## src/rtl/reg_file_rename.sv

```systemverilog
// Architectural register file with per-register rename state (busy bit + ROB tag).
// Two combinational read ports with commit bypass; issue renames, commit writes, flush drops renames.
module reg_file_rename #(
   parameter int XLEN       = 32,
   parameter int REG_ADDR_W = 5,
   parameter int ROB_TAG_W  = 4
) (
   input  logic                  clk_in,
   input  logic                  rst_in,
   input  logic                  rdy_in,
   input  logic                  flush_in,
   input  logic                  issue_en,
   input  logic [REG_ADDR_W-1:0] issue_reg,
   input  logic [ROB_TAG_W-1:0]  issue_tag,
   input  logic                  commit_en,
   input  logic [REG_ADDR_W-1:0] commit_reg,
   input  logic [XLEN-1:0]       commit_val,
   input  logic [ROB_TAG_W-1:0]  commit_tag,
   input  logic [REG_ADDR_W-1:0] rs1_addr,
   output logic [XLEN-1:0]       rs1_val,
   output logic                  rs1_busy,
   output logic [ROB_TAG_W-1:0]  rs1_tag,
   input  logic [REG_ADDR_W-1:0] rs2_addr,
   output logic [XLEN-1:0]       rs2_val,
   output logic                  rs2_busy,
   output logic [ROB_TAG_W-1:0]  rs2_tag
);

   localparam int NUM_REGS = 2 ** REG_ADDR_W;

   logic [XLEN-1:0]      val  [NUM_REGS];
   logic [ROB_TAG_W-1:0] tag  [NUM_REGS];
   logic [NUM_REGS-1:0]  busy;

   logic commit_ok;
   logic issue_ok;

   assign commit_ok = commit_en && (commit_reg != '0);
   assign issue_ok  = issue_en && !flush_in && (issue_reg != '0);

   // Issue is assigned after the commit clear so a same-register rename wins.
   always_ff @(posedge clk_in) begin
      if (rst_in) begin
         busy <= '0;
         for (int i = 0; i < NUM_REGS; i++) begin
            val[i] <= '0;
            tag[i] <= '0;
         end
      end else if (rdy_in) begin
         if (commit_ok) begin
            val[commit_reg] <= commit_val;
            if (busy[commit_reg] && (tag[commit_reg] == commit_tag))
               busy[commit_reg] <= 1'b0;
         end
         if (flush_in) begin
            busy <= '0;
            for (int i = 0; i < NUM_REGS; i++)
               tag[i] <= '0;
         end else if (issue_ok) begin
            busy[issue_reg] <= 1'b1;
            tag[issue_reg]  <= issue_tag;
         end
      end
   end

   logic [REG_ADDR_W-1:0] rd_addr [2];
   logic [XLEN-1:0]       rd_val  [2];
   logic                  rd_busy [2];
   logic [ROB_TAG_W-1:0]  rd_tag  [2];

   assign rd_addr[0] = rs1_addr;
   assign rd_addr[1] = rs2_addr;

   // Sources are read before a same-cycle rename, so issue never feeds the read path.
   always_comb begin
      for (int p = 0; p < 2; p++) begin
         rd_val[p]  = '0;
         rd_busy[p] = 1'b0;
         rd_tag[p]  = '0;
         if (rd_addr[p] != '0) begin
            if (commit_ok && rdy_in && (commit_reg == rd_addr[p])) begin
               rd_val[p]  = commit_val;
               rd_busy[p] = busy[rd_addr[p]] && (tag[rd_addr[p]] != commit_tag);
            end else begin
               rd_val[p]  = val[rd_addr[p]];
               rd_busy[p] = busy[rd_addr[p]];
            end
            rd_tag[p] = rd_busy[p] ? tag[rd_addr[p]] : '0;
         end
      end
   end

   assign rs1_val  = rd_val[0];
   assign rs1_busy = rd_busy[0];
   assign rs1_tag  = rd_tag[0];
   assign rs2_val  = rd_val[1];
   assign rs2_busy = rd_busy[1];
   assign rs2_tag  = rd_tag[1];

endmodule
```

## config.mk

```make
export PLATFORM = sky130hd
export DESIGN_NAME = reg_file_rename
export DESIGN_NICKNAME = d
export VERILOG_FILES = /design/src/rtl/reg_file_rename.sv
export SDC_FILE = /design/constraint.sdc
export NUM_CORES = 2
export LEC_CHECK = 0
export ABC_AREA = 1
export ABC_CLOCK_PERIOD_IN_PS = 2900
export CELL_PAD_IN_SITES_DETAIL_PLACEMENT = 1
export CELL_PAD_IN_SITES_GLOBAL_PLACEMENT = 2
export CORE_AREA = 2 2 460 462
export DETAILED_ROUTE_END_ITERATION = 10
export DIE_AREA = 0 0 462 464
export PLACE_DENSITY = 0.69
export SYNTH_ARGS = -nofsm -noshare
export SYNTH_HDL_FRONTEND = slang
export SYNTH_SLANG_ARGS = --single-unit
```

## constraint.sdc

```tcl
create_clock -name clk_in -period 2.9 [get_ports clk_in]
set_input_delay 0.58 -clock clk_in [delete_from_list [all_inputs] [get_ports clk_in]]
set_output_delay 0.58 -clock clk_in [all_outputs]
set_load 0.02 [all_outputs]
```

==> impl.org <==
** Synth
- The biggest area contributor in the post-synthesis netlist is sky130_fd_sc_hd__edfxtp_1.
- In this run, synthesis produced a sequential element count of around 1,200.
- A synthesized cell averages 8.22 sq um.
- In the synthesized netlist, the cells that appear most often are 1,528 x sky130_fd_sc_hd__nor2_1, 1,198 x sky130_fd_sc_hd__o21ai_0, 1,152 x sky130_fd_sc_hd__edfxtp_1.
- The synthesized netlist occupies a cell area of roughly 0.067 sq mm.
- Main synth FF type :: sky130_fd_sc_hd__edfxtp_1
- Fraction of post-synthesis cell area in the top cell type by area :: 52.0%
- In the synthesized netlist the async set-or-reset flop fraction comes to 0%.
- Post-synthesis cell type count :: 30
- After technology mapping, the gate count stands at just over 8,000.
- By instance count, the leading cell after synthesis is sky130_fd_sc_hd__nor2_1.
- Counting flops with a built-in enable in the synthesized netlist gives between 1,000 and 1,500.
- Synth area leaders :: sky130_fd_sc_hd__edfxtp_1 52%, sky130_fd_sc_hd__o21ai_0 9.0%, sky130_fd_sc_hd__nor2_1 8.6%
- Synthesis Warnings :: 0
- Of the synthesized area, sequential elements account for 52.9%.

** Global routing
- Global routing's busiest layer :: met2
- In the global route stage, overall resource usage came out at 31.4%.
- GR Util met3 :: under 10%
- For met1 alone, demand over resource in global routing was approximately two fifths.
- Pin count of the biggest net entering global routing :: between 60 and 70
- Antenna violations before repair :: 8
- Wire length of the first global-routing pass :: ~490,000 microns
- The number of global-route vias before repair is a little under 70,000.
- For this run the aggregate overflow at the end of global routing stands at 0.
- Met2 track utilization from global routing :: 51.2%

** Routing
- The first TritonRoute pass finished after 6 iterations.
- Dividing the detail-routed wire length by the instance count gives about 31 microns.
- Post-DRT Antenna Nets :: 0
- Routed wire length :: about 360,000 microns
- In the routed layout, each cell is associated on average with a via count of between 5 and 6.
- DRC :: 0
- The routed layout has a little under 70,000 vias.
- In this run, the number of DRC markers left after iteration 0 of detailed routing was 7,678.

** Die
- The total area inside the core boundary comes to 0.209 sq mm.
- Die Outline Area :: about 0.21 sq mm
- In this run the vertical extent of the chip is 464 microns.
- From left edge to right edge, the die measures 462 microns.
- Row count :: between 150 and 200
- Once the floorplan was initialized, standard cells occupied 31.8% of the core.
- between 100 and 150 I/O pins were placed.

** STA
- Time the final worst path needs with I/O delays and setup :: ~3400 ps
- The final hold violation count is 0.
- Final Skew :: 38.4 ps
- Slew Limit Headroom :: a little under two fifths
- Worst path setup slack after routing :: -498 ps
- Worst Tran Pin Value :: 939 ps
- Accumulated negative setup slack :: -23,050 ps
- Highest clock rate :: slightly below 300 MHz
- Setup repair after global routing could not meet its margin everywhere.
- Final critical-path share of the clock period :: 117%
- The number of slew-limit violations in the final report was 0.
- Setup violation total in the final timing report :: 74

** Clock tree
- The clock tree synthesis step divided the H-tree into 4 levels.
- Clock tree root buffer cell :: sky130_fd_sc_hd__clkbuf_16
- CTS Buf Count :: around 150
- In this run the deepest clock path goes through 3 buffers.
- Clock latency on the worst-skew pair, taken at its later pin, is around 840 ps.
- In this run, post-CTS hold repair placed 0 buffers.
- Sinks on Clock Net :: 1,184
- CTS tree :: built
- Post-CTS clock slew at the launch and capture registers of the worst setup and hold paths :: about 60 ps

** Setup path
- The worst setup path is launched from an input pin.
- Walking the worst path, the cells encountered are buf_16, buf_16, buf_6, buf_4, o21ai_0, o221ai_1, nand3_1, nand3_1, nand2_1, nand2_1, nand2_1, nand3_2, nand2_8, nor2_4, buf_6.
- Critical setup path kind :: in2out
- Capturing element type of the critical path :: output pin
- Critical Path Fanout Max :: 12
- The slowest stage of the critical path is the sky130_fd_sc_hd__o221ai_1 cell.
- Data on the critical path is required at its endpoint by between 2000 and 2500 ps.
- Data arrival time of the worst path :: between 2000 and 3000 ps
- Most numerous cell on the critical path :: sky130_fd_sc_hd__nand2_1
- The largest single stage delay on the critical path is 230 ps.
- Top delay family on crit path :: simple AND/OR/NAND/NOR gates
- Critical path buffer and inverter count :: 5

** Placed design
- Prior to clock tree synthesis, the placed netlist has a worst setup slack of -1180 ps.
- Final weighted congestion in routability-driven placement :: about 0.9
- Detailed Place HPWL :: around 220,000 microns
- Counting tap cells, the placed design contains a total of approximately 11,000 instances.
- Once placement finished, the instance area stood at 0.0776 sq mm.
- Input and output buffers added on the ports amount to roughly 140.

** Run status
- Outcome :: finished with violations
- The final reports fail on setup timing.

** Finish
- Once layout is complete, the utilization of the core stands at 42.6%.
- Final cell count without fillers :: 11,600
- Post-route cell area :: about 0.089 sq mm
- In the final layout, the share of cells above drive strength 1 is roughly a fifth.
- Relative to the synthesized area, the layout overhead comes to 33.9%.
- For this run, the post-layout net count is a little under 9,000.

** Worst hold path
- The min-delay analysis places its worst path in the category in2reg.

** Power
- Pwr Density :: between 500 and 600 mW/mm^2
- Summed over all cells, the static leakage comes to between 30 and 40 nW.
- Worst ir drop on vdd :: around 700 uV

** Flow run
- Max-cap violations in this run came to 0.
==> state kept, by name, indices dropped and copies added, names as in the netlist <==
register  count
busy         32
tag         128
val        1024
==> stage by stage <==
stage               total power, mW  hold slack [ps]
detailed placement             27.9              462
CTS                            47.0              406
global placement               27.8              458
global route                   49.1              438
finish                         47.8              449
floorplan                      23.8              441
==> logic make-up (layout without fill, tap and decap cells) <==
logic type | Yosys count | after routing | share of synthesized area (%)
other | 1 | 38 | 0.00563
buffers and inverters | 1336 | 2035 | 7.83
AND/OR/NAND/NOR | 3267 | 3267 | 20.0
XOR/XNOR | 10 | 10 | 0.132
AO/OA/AOI/OAI | 2304 | 2304 | 19.2
flip-flops | 1184 | 1184 | 52.9
==> timing repair <==
action | 4_1_cts | 5_1_grt
gates cloned | 38 | 41
resized for setup | 694 | 665
endpoints found under the setup margin | 74 | 74
pin swaps | 93 | 256
setup buffers | 81 | 104
==> layout make-up <==
cell class | count | area [sq um]
repair inverters | 2 | 20.0
clock inverters | 78 | 703
well taps | 2805 | 3510
clock buffers | 190 | 3990
inverters | 560 | 2180
diodes | 2 | 5.00
fillers | 23800 | 120000
multi-input cells | 5617 | 28800
repair buffers | 1205 | 14700
flip-flops and latches | 1184 | 35200
==> worst reg2reg max path, delay by kind of cell, from the launching register on <==
kind	cells	cell delay [ps]
buf+inv	2	370
flops	1	440
simple gates	16	1520
==> power breakdown <==
group          switching [mW]  internal (mW)  leakage, nW
clock network            7.92           10.7         2.29
registers               0.494           19.7         11.3
logic                    5.73           3.26         21.5
==> layout by cell type (no fill, tap or decap), drive strengths merged, types with 13 or more instances in the layout <==
cell | synthesis | final
buf | 205 | 1101
nor2 | 1531 | 1531
nor3 | 41 | 41
o211ai | 249 | 249
o221ai | 37 | 37
nand4 | 50 | 50
clkinv | 2 | 61
inv | 558 | 567
conb | 1 | 36
clkbuf | 571 | 230
o21ai | 1220 | 1220
bufbuf | 0 | 13
o2111ai | 121 | 121
nand3 | 635 | 635
dfxtp | 32 | 32
a21oi | 673 | 673
clkdlybuf4s50 | 0 | 47
nand2 | 1006 | 1006
edfxtp | 1152 | 1152
==> metal layers <==
layer / vias up / routed length [microns] / share of wire (%)
li1: 29300 / - / -
met1: 34800 / 145000 / 41
met2: 3193 / 166000 / 47
met3: 877 / 25700 / 7.2
met4: 0 / 18900 / 5.3
met5: - / 0 / 0
==> worst paths after layout <==
kind                end  slack, ps         from  cells past startpoint
min reg2reg    busy[11]        470     busy[11]                      2
max          rs2_tag[1]       -500  rs2_addr[1]                     15
min           val[0][2]        450       rst_in                      2
max reg2reg     busy[6]        470    tag[4][0]                     18
Power figures use the tool's default switching activity.
